[config.mk]
export PLATFORM = sky130hd
export DESIGN_NAME = cic_decimate_iq
export DESIGN_NICKNAME = d
export VERILOG_FILES = /design/src/rtl/cic_decimate_pkg.sv /design/src/rtl/cic_decimate_chan.sv /design/src/rtl/cic_decimate_iq.sv
export SDC_FILE = /design/constraint.sdc
export NUM_CORES = 2
export LEC_CHECK = 0
export BUFFER_PORTS_ARGS = -buffer_cell sky130_fd_sc_hd__buf_4
export CORE_MARGIN = 2
export CORE_UTILIZATION = 59
export CTS_CLUSTER_SIZE = 20
export DETAILED_ROUTE_END_ITERATION = 16
export GPL_TIMING_DRIVEN = 0
export PLACE_DENSITY = 0.82
export SKIP_LAST_GASP = 1
export SLEW_MARGIN = 20
export SYNTH_ARGS = -nofsm -noshare
export SYNTH_HDL_FRONTEND = slang
export SYNTH_HIERARCHICAL = 1
export SYNTH_SLANG_ARGS = --single-unit
[constraint.sdc]
create_clock -name clk -period 9.25 [get_ports clk]
set_input_delay 0.4625 -clock clk [delete_from_list [all_inputs] [get_ports clk]]
set_output_delay 0.4625 -clock clk [all_outputs]
set_load 0.005 [all_outputs]
[src/rtl/cic_decimate_pkg.sv]
// cic_decimate_pkg: shared widths and rate clamp/shift helpers for the CIC I/Q decimator
package cic_decimate_pkg;

   function automatic int cic_width(int dw, int n, int max_rate);
      return dw + n * $clog2(max_rate);
   endfunction

   function automatic int rate_width(int max_rate);
      return $clog2(max_rate + 1);
   endfunction

   function automatic int shift_width(int n, int max_rate);
      return $clog2(n * $clog2(max_rate) + 1);
   endfunction

   function automatic int unsigned clamp_rate(int unsigned r, int unsigned max_rate);
      return (r == 0) ? 1 : (r > max_rate) ? max_rate : r;
   endfunction

   function automatic int unsigned rate_shift(int unsigned r, int unsigned n);
      int unsigned l;
      l = 0;
      for (int i = 0; i < 32; i++)
         if (((r - 1) >> i) != 0) l = i + 1;
      return n * l;
   endfunction

endpackage

[src/rtl/cic_decimate_chan.sv]
// cic_decimate_chan: one CIC channel (integrators, combs, shift, optional rounding via CIC_DECIMATE_ROUND_EN, saturation)
module cic_decimate_chan import cic_decimate_pkg::*; #(
   parameter int DATA_WIDTH = 16,
   parameter int N          = 4,
   parameter int MAX_RATE   = 128
) (
   input  logic                                   clk,
   input  logic                                   reset_n,
   input  logic                                   flush_i,
   input  logic                                   integ_en_i,
   input  logic [N:0]                             en_i,
   input  logic [shift_width(N, MAX_RATE)-1:0]    shift_i,
   input  logic signed [DATA_WIDTH-1:0]           din_i,
   output logic signed [DATA_WIDTH-1:0]           dout_o
);

   localparam int W  = cic_width(DATA_WIDTH, N, MAX_RATE);
   localparam logic signed [DATA_WIDTH-1:0] MAX_V = {1'b0, {(DATA_WIDTH-1){1'b1}}};
   localparam logic signed [DATA_WIDTH-1:0] MIN_V = {1'b1, {(DATA_WIDTH-1){1'b0}}};

   logic signed [W-1:0]          int_q [N];
   logic signed [W-1:0]          int_d [N];
   logic signed [W-1:0]          dly_q [N];
   logic signed [W-1:0]          dly_d [N];
   logic signed [W-1:0]          cmb_q [N];
   logic signed [W-1:0]          cmb_d [N];
   logic signed [DATA_WIDTH-1:0] out_q, out_d;
   logic signed [W-1:0]          s, x;
   logic signed [W:0]            sum, sh;
   logic [W-DATA_WIDTH+1:0]      hi;

   // integrator cascade feeds the combs with the freshly accumulated value, so R=1 is an exact identity
   always_comb begin
      s = W'(din_i);
      for (int k = 0; k < N; k++) begin
         s = s + int_q[k];
         int_d[k] = flush_i ? '0 : integ_en_i ? s : int_q[k];
      end
      x = s;
      for (int k = 0; k < N; k++) begin
         cmb_d[k] = flush_i ? '0 : en_i[k] ? x - dly_q[k] : cmb_q[k];
         dly_d[k] = flush_i ? '0 : en_i[k] ? x : dly_q[k];
         x = cmb_q[k];
      end
`ifdef CIC_DECIMATE_ROUND_EN
      sum = {cmb_q[N-1][W-1], cmb_q[N-1]} + ((shift_i == '0) ? '0 : ({{W{1'b0}}, 1'b1} << (shift_i - 1'b1)));
`else
      sum = {cmb_q[N-1][W-1], cmb_q[N-1]};
`endif
      sh = sum >>> shift_i;
      hi = sh[W:DATA_WIDTH-1];
      out_d = !en_i[N] ? out_q : (&hi || !(|hi)) ? sh[DATA_WIDTH-1:0] : sh[W] ? MIN_V : MAX_V;
   end

   // filter state and held output sample
   always_ff @(posedge clk or negedge reset_n) begin
      if (!reset_n) begin
         int_q <= '{default: '0};
         dly_q <= '{default: '0};
         cmb_q <= '{default: '0};
         out_q <= '0;
      end else begin
         int_q <= int_d;
         dly_q <= dly_d;
         cmb_q <= cmb_d;
         out_q <= out_d;
      end
   end

   assign dout_o = out_q;

endmodule

[src/rtl/cic_decimate_iq.sv]
// cic_decimate_iq: phase-aligned I/Q CIC decimator; rounding enabled by CIC_DECIMATE_ROUND_EN
module cic_decimate_iq import cic_decimate_pkg::*; #(
   parameter int DATA_WIDTH = 16,
   parameter int N          = 4,
   parameter int MAX_RATE   = 128
) (
   input  logic                          clk,
   input  logic                          reset_n,
   input  logic                          rate_stb,
   input  logic [$clog2(MAX_RATE+1)-1:0] rate,
   input  logic                          strobe_in,
   input  logic [DATA_WIDTH-1:0]         in_itdata,
   input  logic [DATA_WIDTH-1:0]         in_qtdata,
   output logic                          strobe_out,
   output logic [DATA_WIDTH-1:0]         out_itdata,
   output logic [DATA_WIDTH-1:0]         out_qtdata
);

   localparam int RW = rate_width(MAX_RATE);
   localparam int SW = shift_width(N, MAX_RATE);

   logic [RW-1:0] r_q, r_d, cnt_q, cnt_d;
   logic [SW-1:0] sh_q, sh_d;
   logic [N:1]    v_q, v_d;
   logic          stb_q, stb_d;
   logic          acc, dec;
   logic [N:0]    en;

   // shared decimation counter, rate/shift latch and comb-stage valid pipeline
   always_comb begin
      acc   = strobe_in & ~rate_stb;
      dec   = acc & (cnt_q == r_q - 1'b1);
      r_d   = rate_stb ? RW'(clamp_rate(32'(rate), MAX_RATE)) : r_q;
      sh_d  = rate_stb ? SW'(rate_shift(clamp_rate(32'(rate), MAX_RATE), N)) : sh_q;
      cnt_d = (rate_stb | dec) ? '0 : cnt_q + RW'(acc);
      v_d   = rate_stb ? '0 : N'({v_q, dec});
      en    = rate_stb ? '0 : {v_q, dec};
      stb_d = ~rate_stb & v_q[N];
   end

   // control state; reset selects the largest ratio
   always_ff @(posedge clk or negedge reset_n) begin
      if (!reset_n) begin
         r_q   <= RW'(MAX_RATE);
         sh_q  <= SW'(rate_shift(MAX_RATE, N));
         cnt_q <= '0;
         v_q   <= '0;
         stb_q <= 1'b0;
      end else begin
         r_q   <= r_d;
         sh_q  <= sh_d;
         cnt_q <= cnt_d;
         v_q   <= v_d;
         stb_q <= stb_d;
      end
   end

   cic_decimate_chan #(.DATA_WIDTH(DATA_WIDTH), .N(N), .MAX_RATE(MAX_RATE)) u_i (
      .clk(clk), .reset_n(reset_n), .flush_i(rate_stb), .integ_en_i(acc), .en_i(en),
      .shift_i(sh_q), .din_i(in_itdata), .dout_o(out_itdata)
   );

   cic_decimate_chan #(.DATA_WIDTH(DATA_WIDTH), .N(N), .MAX_RATE(MAX_RATE)) u_q (
      .clk(clk), .reset_n(reset_n), .flush_i(rate_stb), .integ_en_i(acc), .en_i(en),
      .shift_i(sh_q), .din_i(in_qtdata), .dout_o(out_qtdata)
   );

   assign strobe_out = stb_q;

endmodule

# == Word-level counts from Yosys, hierarchy flattened ==
# Cells that the tools add are included.
# op_classes
n_lt_le_gt_ge,1
n_shift,2
reduce_logical,45
bitwise,5
add_sub_neg,19
mux,89
eq_ne,1
# ops
cell,count
$mux W44,48
$reduce_bool A32 Y1,31
$sub A44 B44 Y44,8
$add A44 B44 Y44,6
$sshr A44 B5 Y45,2
$add A16 B44 Y44,2
$mux W3,29
$mux W16,4
$reduce_and A30 Y1,2
$reduce_or A30 Y1,2
$mux W8,3
$reduce_bool A2 Y1,5
$sub A8 B1 Y9 const B,1
$add A8 B1 Y8,1
$eq A8 B8 Y1,1
$gt A8 B8 Y1 const B,1
$logic_not A8 Y1,1
$sub A8 B1 Y8 const B,1
$mux W5,1
$mux W2,2
$mux W4,1
$and A1 B1 Y1,3
$logic_not A1 Y1,2
$logic_or A1 B1 Y1,2
other kinds (3),3
# word_totals
register_bits,1112
elab_cells,193
inputBits,44

# == Logic depth before layout (Yosys ltp) ==
# depth
depth_word,37
ltp_mapped,56
depth_no_buf,55

# == By module ==
# Netlist, hierarchy kept.
# by_module_without_submodules
module,n_inst,area_each_um2,cells_each
cic_decimate_chan at u_q,1,42137.9,4769
cic_decimate_chan at u_i,1,41939.0,4787
cic_decimate_iq,1,1517.7,160

# == Least setup slack after synthesis ==
# OpenSTA, ideal clock, no wires.
# synth_timing
path_kind,input-to-reg
start,input in_itdata[0]
end,register u_i/cmb_q[175] in the netlist's numbering
required_time_ps,9118
path_stages,53
slack_ps,-416
t_arrival_ps,9534
path_cell_list,ha_1 -> fa_1 -> a21o_1 -> a21oi_1 -> o211ai_1 -> a211oi_1 -> nor2_1 -> a311o_1 -> a21o_1 -> a21oi_1 -> xnor2_1 -> ha_1 -> nand3_1 -> nor4_1 -> o211ai_1 -> nand3_1 -> a21o_1 -> nand2_1 -> (+17 left out) -> o21ai_0 -> a21oi_1 -> nor4b_1 -> nor2_1 -> xnor2_1 -> ha_1 -> nor2b_1 -> o21ai_0 -> nand2b_1 -> a21o_1 -> a21oi_1 -> o21ai_0 -> a21oi_1 -> o31ai_1 -> xor2_1 -> xnor2_1 -> mux2i_1 -> nor2_1
# synth_between
elab_chain_cells,7
# synth_rtl
element,line_no,rtl
start: declaration,cic_decimate_iq.sv:12,"input logic [DATA_WIDTH-1:0] in_itdata,"
$add A16 B44 Y44,cic_decimate_chan.sv:36,s = s + int_q[k];
$add A44 B44 Y44 (3 in a row),cic_decimate_chan.sv:36,
$sub A44 B44 Y44,cic_decimate_chan.sv:41,cmb_d[k] = flush_i ? '0 : en_i[k] ? x - dly_q[k] : cmb_q[k];
$mux W44 (2 in a row),cic_decimate_chan.sv:41,
end signal: assignment,cic_decimate_chan.sv:65,cmb_q <= cmb_d;
end: declaration,cic_decimate_chan.sv:25,logic signed [W-1:0] cmb_q [N];
# Every way passes these cells. The select of a mux whose other input is x is not followed.
# A chain may end at the register's enable or synchronous reset.

# == Worst setup path in the final report ==
# layout_timing
start,register u_i/int_q[132] in the netlist's numbering
end,register u_i/cmb_q[175] in the netlist's numbering
# layout_between
elab_chain_cells,7
# layout_rtl
element,line_no,rtl
start: declaration,cic_decimate_chan.sv:21,logic signed [W-1:0] int_q [N];
start signal: assignment,cic_decimate_chan.sv:63,int_q <= int_d;
$add A16 B44 Y44,cic_decimate_chan.sv:36,
$add A44 B44 Y44 (3 in a row),cic_decimate_chan.sv:36,
$sub A44 B44 Y44,cic_decimate_chan.sv:41,
$mux W44 (2 in a row),cic_decimate_chan.sv:41,
# Every way passes these cells. The select of a mux whose other input is x is not followed.

==> results.toml <==
[synthesis]
avgSynthCellArea_sq_um = 8.81
async_flop_share = 1.00
synth_area_leader_cell = "dfrtp_1"
ys_seq_elements = 1112
synth-main-ff-cell = "dfrtp_1"
synth_top_area_frac = 0.324
synthesis.instances = 9716
synth_area_sq_um = 85600
synth_edf_count = 0
yosys_warnings = 6
yosysSeqAreaShare = 0.325
synthTopCellsByArea = "dfrtp_1, mux2i_1, ha_1, nor2_1, xnor2_1"
ys_types = 113

[drt]
wl_mm = 237
avgViaCountPerCell = 6.09
drc = 0
num_vias = 74300
antenna_left = 0
drtIter0Drc = 5833
first_pass_iters = 10
wl_per_cell_um = 19.4

[floorplan]
dieWidth_um = 385
start_util = 0.595
die_y_um = 385
io_pins = 77
fp-row-count = 139
fp.coreArea_sq_um = 144000
dieArea_sq_um = 148000

[layout]
layout_common_cells = "nor2_1, dfrtp_1, mux2i_1"
drive_above_1_share = 0.126
antennaDiodeCount = 0
syn_to_final_growth_pct = 15.4
stdcell_area_sq_um = 98800
mostFrequentLayoutCell = "nor2_1"
layout.nets = 11000

[placement]
gp_congestion = 0.962
io_buffers = 75
placed_cell_area_sq_um = 88900
hpwl_mm = 170
post-place-ws_ps = -2040

[global_routing]
grt_first_pass_wirelength_mm = 375
grt_usage = 0.307
grt_pass1_vias = 73000
grt_antenna_before_repair = 7
grt_max_degree = 151
overflow = 0

[timing]
worst_slack_ps = -736
post-route-min-period_ps = 9990
whs_ps = 80.7
min_period_over_period = 1.08
skew_ps = 36.3
setup_viol = 19
rsz0062_at_grt = "yes"
slew_viol_final = 0
worst_pin_slew_ps = 1230
max_freq_mhz = 100
maxSlewHeadroom = 0.178
finalHoldViolations = 0

[job]
cap_violations = 0

[worst_setup_path]
critPathMaxStageDelay_ps = 410
start_kind = "flip-flop"
critPathKind = "reg2reg"
worstPathMaxFanout = 5
worst_setup_path_end_kind = "flip-flop"
slowest_stage = "dfrtp_1"
cp_common_cell = "a21o_1"
required_ps = 9940
crit_arrival_ps = 10670

[pwr]
power_density_nw_per_um2 = 368
leakage_uw = 0.0451
ir_drop_v = 0.000465

[cts]
clkSlewWorstSetupHoldPaths_ps = 60
cts_sinks = 1112
cts_tree = "done"
cts_max_path_buffers = 3
cts_inserted_buffers = 131
clock_latency_ps = 790
ctsHtreeMaxLevel = 4
clockRootBuffer = "clkbuf_16"

[outcome]
status = "complete, but fails checks"
violations = "negative setup slack"

[worst_hold_path]
min_path_type = "in2reg"
what timing repair did:
item,CTS,global route
gates resized for setup,329,341
hold endpoints to repair,79,0
pin swaps,201,267
setup buffers,176,110
hold buffers,4,0
endpoints found under the setup margin,55,58
power breakdown:
group / leakage, uW / switching, uW / total [uW] / internal (uW)
Clock: 0.00223 / 2220 / 5490 / 3270
Combinational: 0.0275 / 14200 / 25400 / 11200
Sequential: 0.0154 / 253 / 5470 / 5220
worst max-delay path, delay by kind of cell (launching register included):
kind,cells,cell delay [ps]
simple gates,10,1210
compound gates,27,4930
fa+ha+maj,6,1700
mux,1,110
buf+inv,3,280
xor+xnor,6,1250
flops,1,410
cells by family (layout without fill, tap and decap cells):
kind of cell	Yosys count	after routing	synth area share
simple gates	2782	2782	0.145
compound gates	2362	2362	0.178
flops	1112	1112	0.325
mux	1087	1087	0.133
buf+inv	1014	1599	0.0462
fa+ha+maj	723	723	0.107
xor+xnor	635	635	0.0657
other cells	1	7	0.0000438
worst paths after layout:
path,start,slack [ps],depth (start not counted),end
min in group asynchronous,reset_n,260,2,u_q/dout_o[14]
hold / removal,rate[1],80,3,r_q[1]
setup reg to reg,u_i/int_q[132],-740,53,u_i/cmb_q[175]
max in group asynchronous,reset_n,6630,5,u_i/int_q[115]
setup / recovery,u_i/int_q[132],-740,53,u_i/cmb_q[175]
hold reg to reg,u_q/int_q[86],510,1,u_q/int_q[86]
state kept, by name, summed over array words and instances (netlist names), 16 cells and up:
register and flops:
u_q/dly_q 176, u_i/x 44, u_i/dly_q 176, u_q/x 44
u_q/cmb_q 132, u_q/int_q 176, u_i/cmb_q 132, u_i/int_q 176
u_q/dout_o 16, u_i/dout_o 16
cells in the mapped netlist (all sizes together) (22+ instances only):
library cell	instances
nor2b	131
a31oi	84
a22o	23
dfrtp	1108
o211ai	62
a21o	373
nand3	150
nand2b	93
nor2	1377
o21bai	110
a211oi	116
a21boi	31
o22ai	22
nor3	108
mux4	29
xor2	204
or3	25
xnor2	428
o21a	90
a21oi	733
ha	707
o21ai	444
nor4	30
nand2	573
inv	592
o31ai	31
buf	118
and2	35
clkbuf	297
mux2i	987
nand4	88
mux2	71
and3	65
through the flow:
step           total power [uW]  instances  utilization   TNS, ps
3_5_place_dp              23900      11700        0.618    -48910
5_1_grt                   38600      12200        0.687    -16450
3_3_place_gp              23400      11700        0.616  -5751170
4_1_cts                   32500      12100        0.670     -1080
2_1_floorplan             19900       9722            -         0
6_report                  36400      12200        0.687     -4690
area by class of cell:
class	instances	area, sq um
multi-input cells	7596	57100
fillers	10800	45000
flip-flops and latches	1112	27800
clock buffers	175	3650
repair buffers	366	2980
well taps	1903	2380
inverters	597	2240
plain buffers	395	1650
clock inverters	66	950
metal layers:
metal / track usage / wire length, um
met3: 0.0384 / 12400
met1: 0.395 / 101000
met2: 0.531 / 115000
met5: 0 / 26
met4: 0.109 / 8390
(Power assumes the default switching activity.)
